==> src/rtl/sound_mixer_ma.sv <==
// sound_mixer_ma: mixes gated pulse channels through a moving-average filter into PCM,
// and slices ADC samples into a tape-in bit using envelope tracking with hysteresis.
module sound_mixer_ma #(
  parameter int             NCH            = 4,
  parameter int             DECIM          = 256,
  parameter int             LOG2_DEPTH     = 2,
  parameter int             OUT_W          = 16,
  parameter logic [NCH-1:0] DIRECT_MASK    = 4'b1000,
  parameter int             ENV_DECAY_LOG2 = 16,
  parameter int             HYST           = 4
) (
  input  logic             clk18,
  input  logic             reset,
  input  logic [NCH-1:0]   pulses,
  input  logic [NCH-1:0]   ch_enable,
  input  logic             adc_strobe,
  input  logic [15:0]      adc_sample,
  output logic [OUT_W-1:0] pcm_out,
  output logic             pcm_valid,
  output logic             tapein,
  output logic [7:0]       env_low,
  output logic [7:0]       env_high
);
  localparam int CW = $clog2(NCH + 1);
  localparam int D  = 1 << LOG2_DEPTH;
  localparam int SW = CW + LOG2_DEPTH;
  localparam int FS = (OUT_W - 2 - LOG2_DEPTH - CW) < 0 ? 0 : OUT_W - 2 - LOG2_DEPTH - CW;
  localparam int MW = OUT_W + CW;
  localparam int DW = DECIM > 1 ? $clog2(DECIM) : 1;
  logic [DW-1:0]    dec;
  logic             ce, ce_d;
  logic [NCH-1:0]   a;
  logic [CW-1:0]    fc, dc, dc_r;
  logic [CW-1:0]    line [D];
  logic [SW-1:0]    sum;
  logic [MW-1:0]    mix;
  logic [OUT_W-1:0] sat;
  assign ce  = dec == '0;
  assign a   = pulses & ch_enable;
  assign mix = (MW'(sum) << FS) + (MW'(dc_r) << (OUT_W - 3));
  assign sat = |mix[MW-1:OUT_W] ? '1 : mix[OUT_W-1:0];
  always_comb begin
    fc = '0;
    dc = '0;
    for (int i = 0; i < NCH; i++) begin
      fc = fc + CW'(a[i] & ~DIRECT_MASK[i]);
      dc = dc + CW'(a[i] & DIRECT_MASK[i]);
    end
  end
  // Running sum: add the newest entry, drop the one falling off the delay line.
  always_ff @(posedge clk18 or posedge reset) begin
    if (reset) begin
      dec       <= '0;
      ce_d      <= 1'b0;
      dc_r      <= '0;
      sum       <= '0;
      pcm_out   <= '0;
      pcm_valid <= 1'b0;
      for (int i = 0; i < D; i++) line[i] <= '0;
    end else begin
      dec       <= dec == DW'(DECIM - 1) ? '0 : dec + DW'(1);
      ce_d      <= ce;
      pcm_valid <= ce_d;
      if (ce) begin
        line[0] <= fc;
        for (int i = 1; i < D; i++) line[i] <= line[i-1];
        sum  <= sum + SW'(fc) - SW'(line[D-1]);
        dc_r <= dc;
      end
      if (ce_d) pcm_out <= sat;
    end
  end
  logic [7:0]                x, level_avg, mid, low_n, high_n, thr_hi, thr_lo;
  logic [8:0]                avg_s, hi_s;
  logic [ENV_DECAY_LOG2-1:0] dcnt;
  logic                      wrap, unused_lsb;
  assign x          = adc_sample[15:8];
  assign unused_lsb = ^adc_sample[7:0];
  assign avg_s      = {1'b0, level_avg} + {1'b0, x};
  assign wrap       = &dcnt;
  assign low_n      = x < env_low ? x : wrap && env_low < level_avg ? env_low + 8'd1 : env_low;
  assign high_n     = x > env_high ? x : wrap && env_high > level_avg ? env_high - 8'd1 : env_high;
  assign hi_s       = {1'b0, mid} + 9'(HYST);
  assign thr_hi     = hi_s[8] ? 8'hFF : hi_s[7:0];
  assign thr_lo     = {1'b0, mid} < 9'(HYST) ? 8'h00 : mid - 8'(HYST);
  always_ff @(posedge clk18 or posedge reset) begin
    if (reset) begin
      level_avg <= 8'd127;
      env_low   <= 8'd127;
      env_high  <= 8'd128;
      mid       <= 8'd127;
      dcnt      <= '0;
      tapein    <= 1'b0;
    end else if (adc_strobe) begin
      level_avg <= avg_s[8:1];
      env_low   <= low_n;
      env_high  <= high_n;
      dcnt      <= dcnt + ENV_DECAY_LOG2'(1);
      mid       <= env_low + ((env_high - env_low) >> 1);
      tapein    <= x > thr_hi ? 1'b1 : x < thr_lo ? 1'b0 : tapein;
    end
  end
endmodule
==> config.mk <==
export PLATFORM = sky130hd
export DESIGN_NAME = sound_mixer_ma
export DESIGN_NICKNAME = d
export VERILOG_FILES = /design/src/rtl/sound_mixer_ma.sv
export SDC_FILE = /design/constraint.sdc
export NUM_CORES = 1
export LEC_CHECK = 0
export ABC_AREA = 1
export CAP_MARGIN = 20
export CORE_ASPECT_RATIO = 1.2
export CORE_UTILIZATION = 44
export CTS_CLUSTER_DIAMETER = 50
export DETAILED_ROUTE_END_ITERATION = 12
export GPL_TIMING_DRIVEN = 0
export PLACE_DENSITY = 0.73
export SLEW_MARGIN = 20
export SYNTH_ARGS = -nofsm -noshare
export SYNTH_HDL_FRONTEND = slang
export SYNTH_SLANG_ARGS = --single-unit
export TNS_END_PERCENT = 10
==> constraint.sdc <==
create_clock -name clk18 -period 5.3 [get_ports clk18]
set_input_delay 0.53 -clock clk18 [delete_from_list [all_inputs] [get_ports clk18]]
set_output_delay 0.53 -clock clk18 [all_outputs]
set_load 0.01 [all_outputs]
# After elaboration in Yosys (flattened, before gate mapping)

Index checks and enable logic that the tools add are counted.

Flip-flop bits (word level): 93
Bits of input ports: 27
Output and inout bits: 34
Word-level logic and storage cells: 60

Add/sub/neg operators: 14
Order comparisons: 7
Equality and inequality tests: 1
Muxes and demuxes: 10
Bitwise gates (word level): 1
Reduce and logical (&&, ||, !) cells: 11

Operators with widths:

| kind                    | count |
|---|---|
| $mux 8                  | 7 |
| $gt 8x8->1              | 3 |
| $lt 8x8->1              | 3 |
| $add 16x1->16 const B   | 1 |
| $add 8x1->8 const B     | 2 |
| $mux 16                 | 1 |
| $reduce_and 16->1       | 1 |
| $add 14x14->15          | 1 |
| $add 8x3->9 const B     | 1 |
| $add 8x8->9             | 1 |
| $add 8x7->8             | 1 |
| $eq 8x8->1 const B      | 1 |
| $logic_not 8->1         | 1 |
| $lt 8x3->1 const B      | 1 |
| $sub 8x1->8 const B     | 1 |
| $sub 8x3->8 const B     | 1 |
| $sub 8x8->8             | 1 |
| $reduce_and 2->1        | 3 |
| $reduce_bool 2->1       | 3 |
| $add 5x3->5             | 1 |
| $sub 5x3->5             | 1 |
| $and 4x4->4             | 1 |
| $add 2x1->3             | 1 |
| $reduce_or 3->1 const A | 1 |
| 3 further kinds         | 5 |

# Logic depth before layout (Yosys ltp)

Depth in word-level cells: 5
Gate-level depth with buffers: 18
Depth with buffers taken out: 18

# Least setup slack after synthesis

Ideal clock, no wire load.

Kind: reg-to-reg
Start point: register env_low[2]
End point: register mid[5]
Library setup time: 0.091 ns
Data arrival time: 2.687 ns
Required time: 5.209 ns
Setup slack: 2.522 ns
Cell stages (with the launch flop): 17
Buffers on the path: 0
Period minus slack after synthesis: 2.778 ns
Cells stage by stage: dfstp_2 -> inv_1 -> ha_1 -> nand2_1 -> o21ai_0 -> nand2_1 -> nand2_1 -> a21oi_1 -> xnor2_1 -> ha_1 -> nand2_1 -> inv_1 -> a21oi_1 -> nand2_1 -> or2_2 -> nand3_1 -> o21ai_0

Longest elaborated chain between the ends: 2

Ends and longest elaborated chain:

| what                     | line | text |
|---|---|---|
| start: declaration       | 21   | `output logic [7:0] env_low,` |
| start signal: assignment | 96   | `env_low <= low_n;` |
| $sub 8x8->8              | 99   | `mid <= env_low + ((env_high - env_low) >> 1);` |
| $add 8x7->8 (*)          | 99   |  |
| end signal: assignment   | 99   |  |
| end: declaration         | 73   | `logic [7:0] x, level_avg, mid, low_n, high_n, thr_hi, thr_lo;` |

Mark *: on every way between the ends. The rest lies on a longest branch, timed or not.
A chain may end at the register's enable or synchronous reset.

# Final worst setup path

Same ends and word-level chain as after synthesis.

==> report_table.html <==
<table>
<tr><th>Metric</th><th>Value</th></tr>
<tr><th colspan="2">Worst setup path</th></tr>
<tr><td>Cell type of the slowest stage on the worst timing path</td><td>dfstp_2</td></tr>
<tr><td>Most frequent cell on the critical path</td><td>nand2_1</td></tr>
<tr><td>Type of the worst setup path</td><td>reg -&gt; reg</td></tr>
<tr><td>Endpoint of the worst register-to-register path</td><td>mid[5]</td></tr>
<tr><td>Max incr delay on CP</td><td>0.64 ns</td></tr>
<tr><td>Worst reg-to-reg path cell count</td><td>16</td></tr>
<tr><td>Category of the worst setup path capture point</td><td>flip-flop</td></tr>
<tr><td>Critical path arrival</td><td>3.47 ns</td></tr>
<tr><td>Required time worst endpoint</td><td>5.55 ns</td></tr>
<tr><td>Worst Path Max Fanout</td><td>8</td></tr>
<tr><td>Startpoint class of the critical path</td><td>flip-flop</td></tr>
<tr><td>Sequence of cells on the critical path</td><td>inv_1 -&gt; ha_1 -&gt; nand2_1 -&gt; o21ai_0 -&gt; nand2_1 -&gt; nand2_1 -&gt; a21oi_1 -&gt; xnor2_1 -&gt; ha_1 -&gt; nand2_1 -&gt; inv_1 -&gt; a21oi_1 -&gt; nand2_1 -&gt; or2_2 -&gt; nand3_1 -&gt; o21ai_0</td></tr>
<tr><td>Reg2reg setup slack</td><td>2.08 ns</td></tr>
<tr><td>Worst R2R Start</td><td>env_low[2]</td></tr>
<tr><th colspan="2">Detailed routing</th></tr>
<tr><td>Initial drt markers</td><td>275</td></tr>
<tr><td>Detailed-route DRC error count</td><td>0</td></tr>
<tr><td>Via-to-Cell Ratio</td><td>5.08</td></tr>
<tr><td>Via count</td><td>5,279</td></tr>
<tr><td>Number of iterations in the first detailed-routing pass</td><td>4</td></tr>
<tr><td>Total wirelength of the detailed-routed design</td><td>14,000 um</td></tr>
<tr><td>Antenna-violating nets left</td><td>0</td></tr>
<tr><td>Routed length per instance</td><td>13.4 um</td></tr>
<tr><th colspan="2">Cells and area</th></tr>
<tr><td>FILL cells</td><td>1,305</td></tr>
<tr><td>Number of nets in the finished design</td><td>975</td></tr>
<tr><td>Layout cells sized above 1</td><td>0.0955</td></tr>
<tr><td>Area growth from synthesis to final layout</td><td>15.8%</td></tr>
<tr><td>Final design utilization</td><td>0.521</td></tr>
<tr><td>Diode insertion count for antenna repair</td><td>0</td></tr>
<tr><td>Number of non-filler instances in the completed layout</td><td>1,040</td></tr>
<tr><td>Storage element area</td><td>2000 um^2</td></tr>
<tr><td>Area of the multi-input gates</td><td>3740 um^2</td></tr>
<tr><th colspan="2">Placed design</th></tr>
<tr><td>Global placement routability congestion</td><td>0.828</td></tr>
<tr><td>Number of buffers added on ports</td><td>41</td></tr>
<tr><td>HPWL after DPL</td><td>10,500 um</td></tr>
<tr><td>Placed insts</td><td>1,024</td></tr>
<tr><th colspan="2">Pwr</th></tr>
<tr><td>Sw frac</td><td>0.466</td></tr>
<tr><td>Internal power summed over all cells</td><td>2.23 mW</td></tr>
<tr><td>Sum of internal, switching and leakage power</td><td>4.17 mW</td></tr>
<tr><td>Proportion of power drawn by the clock network</td><td>0.150</td></tr>
<tr><td>Net switching power figure</td><td>1.95 mW</td></tr>
<tr><td>Power density relative to cell area</td><td>579 nW/um^2</td></tr>
<tr><td>Flop pwr share</td><td>0.252</td></tr>
<tr><td>Max VDD drop</td><td>0.000346 V</td></tr>
<tr><td>Leakage component of the power</td><td>3.71 nW</td></tr>
<tr><td>Share of total power in combinational logic</td><td>0.598</td></tr>
<tr><th colspan="2">Hold path</th></tr>
<tr><td>Hold wc startpoint</td><td>ce_d</td></tr>
<tr><td>Worst hold-check path type</td><td>reg -&gt; reg</td></tr>
<tr><td>End of the worst hold path</td><td>pcm_valid</td></tr>
<tr><td>Cell count of the worst hold path</td><td>0</td></tr>
<tr><th colspan="2">Floorplanning</th></tr>
<tr><td>Die boundary width</td><td>111 um</td></tr>
<tr><td>Floorplan row count</td><td>47</td></tr>
<tr><td>Top-level I/O count</td><td>61</td></tr>
<tr><td>Die height</td><td>132 um</td></tr>
<tr><td>Area enclosed by the die boundary</td><td>14,600 um^2</td></tr>
<tr><td>Starting Density</td><td>0.450</td></tr>
<tr><td>Core Box Area</td><td>13,800 um^2</td></tr>
<tr><th colspan="2">Logic synthesis</th></tr>
<tr><td>Library cell with the highest instance count after synthesis</td><td>nand2_1</td></tr>
<tr><td>Most area-hungry cell type in the Yosys netlist</td><td>dfrtp_1</td></tr>
<tr><td>Share of Yosys cell area claimed by the top area cell type</td><td>0.229</td></tr>
<tr><td>Async SR Flop Fraction</td><td>1.00</td></tr>
<tr><td>Flop and latch count out of synthesis</td><td>79</td></tr>
<tr><td>Post-synth EDFFs</td><td>0</td></tr>
<tr><td>Most used flip-flop cell after synthesis</td><td>dfrtp_1</td></tr>
<tr><td>Post-Syn Area per Cell</td><td>7.76 um^2</td></tr>
<tr><td>Ranking of synthesized cells by area</td><td>dfrtp_1, ha_1, nand2_1</td></tr>
<tr><td>Sequential element share of the synthesized area</td><td>0.322</td></tr>
<tr><td>Syn Inst Count</td><td>802</td></tr>
<tr><td>Synthesis Warnings</td><td>0</td></tr>
<tr><td>Most common library cells after synthesis</td><td>nand2_1, inv_1, ha_1</td></tr>
<tr><td>Netlist area before placement</td><td>6220 um^2</td></tr>
<tr><td>Synth unique cells</td><td>40</td></tr>
<tr><th colspan="2">Clock network</th></tr>
<tr><td>Master cell of the clock root buffer</td><td>clkbuf_16</td></tr>
<tr><td>Clock transition at the registers of the reported paths</td><td>0.07 ns</td></tr>
<tr><td>Number of buffers created by CTS</td><td>9</td></tr>
<tr><td>Post-CTS Resized</td><td>0</td></tr>
<tr><td>Post-CTS Repair Setup Buffers</td><td>0</td></tr>
<tr><td>Count of H-tree levels built during CTS</td><td>3</td></tr>
<tr><td>TritonCTS clock tree</td><td>built</td></tr>
<tr><td>CTS Hold Bufs</td><td>0</td></tr>
<tr><td>Max Buffers Root-to-Sink</td><td>2</td></tr>
<tr><td>Worst-skew pair later-pin latency</td><td>0.35 ns</td></tr>
<tr><td>Number of sinks driven by the clock tree</td><td>79</td></tr>
<tr><th colspan="2">Timing</th></tr>
<tr><td>Headroom to the max-slew limit</td><td>0.605</td></tr>
<tr><td>Share of the clock period used by the worst path after layout</td><td>0.607</td></tr>
<tr><td>Final setup fails</td><td>0</td></tr>
<tr><td>Unrepaired setup endpoints after global routing</td><td>false</td></tr>
<tr><td>Worst setup skew after layout</td><td>0.00505 ns</td></tr>
<tr><td>Highest clock frequency the design can meet</td><td>0.311 GHz</td></tr>
<tr><td>Worst hold slack across all endpoints</td><td>0.382 ns</td></tr>
<tr><td>Period minus WS final</td><td>3.22 ns</td></tr>
<tr><td>Number of failing hold endpoints at the final stage</td><td>0</td></tr>
<tr><td>Worst slew pin tran</td><td>0.593 ns</td></tr>
<tr><td>Pins Over Slew Limit</td><td>0</td></tr>
<tr><td>Setup TNS after final layout</td><td>0 ns</td></tr>
<tr><th colspan="2">GRT</th></tr>
<tr><td>GRT overflow</td><td>0</td></tr>
<tr><td>Global-route wire length before repair</td><td>23,900 um</td></tr>
<tr><td>Largest net degree at the start of global routing</td><td>44</td></tr>
<tr><td>Initial antenna violation count</td><td>0</td></tr>
<tr><td>GR Util All Layers</td><td>0.204</td></tr>
<tr><td>Number of global-route vias before repair</td><td>5,077</td></tr>
<tr><th colspan="2">Outcome</th></tr>
<tr><td>Result of the run</td><td>complete, no violations</td></tr>
<tr><th colspan="2">Run</th></tr>
<tr><td>Max-Cap Viols</td><td>0</td></tr>
</table>
[kinds of logic (layout without fill, tap and decap cells)]
group / after synthesis / after routing / share of synthesized area
mux: 3 / 3 / 0.00543
flops: 79 / 79 / 0.322
other cells: 1 / 10 / 0.000603
simple gates: 386 / 386 / 0.277
fa+ha+maj: 84 / 84 / 0.176
buf+inv: 119 / 177 / 0.0830
compound gates: 88 / 88 / 0.0768
xor+xnor: 42 / 42 / 0.0591
[worst max-delay path: cells and delay by family (launching register included)]
kind	cells	cell delay [ns]
AND/OR/NAND/NOR	7	0.81
adder cells (fa/ha/maj)	2	0.70
AO/OA/AOI/OAI	4	0.69
flip-flops	1	0.64
buffers and inverters	2	0.15
XOR/XNOR	1	0.13
[state kept, by name, summed over array words and instances, names as in the netlist, 5 cells and up]
| signal | flops |
|---|---|
| dcnt | 16 |
| dec | 8 |
| env_high | 8 |
| env_low | 8 |
| level_avg | 8 |
| line | 8 |
| mid | 8 |
| pcm_out | 6 |
| sum | 5 |
[area by class of cell]
type | count | share of cell area
inverters | 99 | 0.0519
flip-flops and latches | 79 | 0.278
clock buffers | 9 | 0.0313
multi-input cells | 613 | 0.519
clock inverters | 7 | 0.0104
plain buffers | 20 | 0.0201
repair buffers | 42 | 0.0597
well taps | 171 | 0.0297
[cells in the final DEF (no fill, tap or decap), types with 5 or more instances in the layout]
cell / instances
ha_1: 78
nand4_1: 15
nor3_1: 6
clkdlybuf4s50_1: 41
clkbuf_16: 9
nand2_1: 222
xor2_1: 31
nor2_1: 49
conb_1: 10
o21ai_0: 34
dfrtp_1: 57
inv_1: 95
or2_2: 5
clkbuf_1: 5
xnor2_1: 11
nand2_4: 7
fa_1: 6
buf_4: 11
nand3_1: 67
a21oi_1: 34
dfstp_2: 22
[stage by stage]
step                cell area, um^2  worst slack [ns]
CTS                            7200              2.10
finish                         7200              2.08
global placement               6880              1.41
floorplan                      6260              2.52
global route                   7200              1.83
detailed placement             6900              2.11
[how the worst max path moves through the flow]
stage,to,cells after the start,slack [ns],start
CTS,mid[5],16,2.10,env_low[2]
floorplan,mid[5],16,2.52,env_low[2]
finish,mid[5],16,2.08,env_low[2]
detailed placement,mid[5],16,2.11,env_low[2]
global route,mid[5],16,1.83,env_low[2]
global placement,mid[7],2,1.41,reset
[power groups by stage]
stage | combinational [mW] | sequential (mW) | clock, mW
4_1_cts | 2.51 | 1.05 | 0.641
6_report | 2.50 | 1.05 | 0.625
5_1_grt | 2.92 | 1.07 | 0.664
3_5_place_dp | 2.49 | 1.06 | 0
2_1_floorplan | 1.92 | 1.01 | 0
3_3_place_gp | 2.43 | 1.06 | 0
[metal layers]
metal / track usage / routed length (um)
met3: 0.0354 / 587
met5: 0 / 0
met2: 0.355 / 6840
met4: 0.0926 / 480
met1: 0.245 / 6070
(Power assumes the default switching activity.)
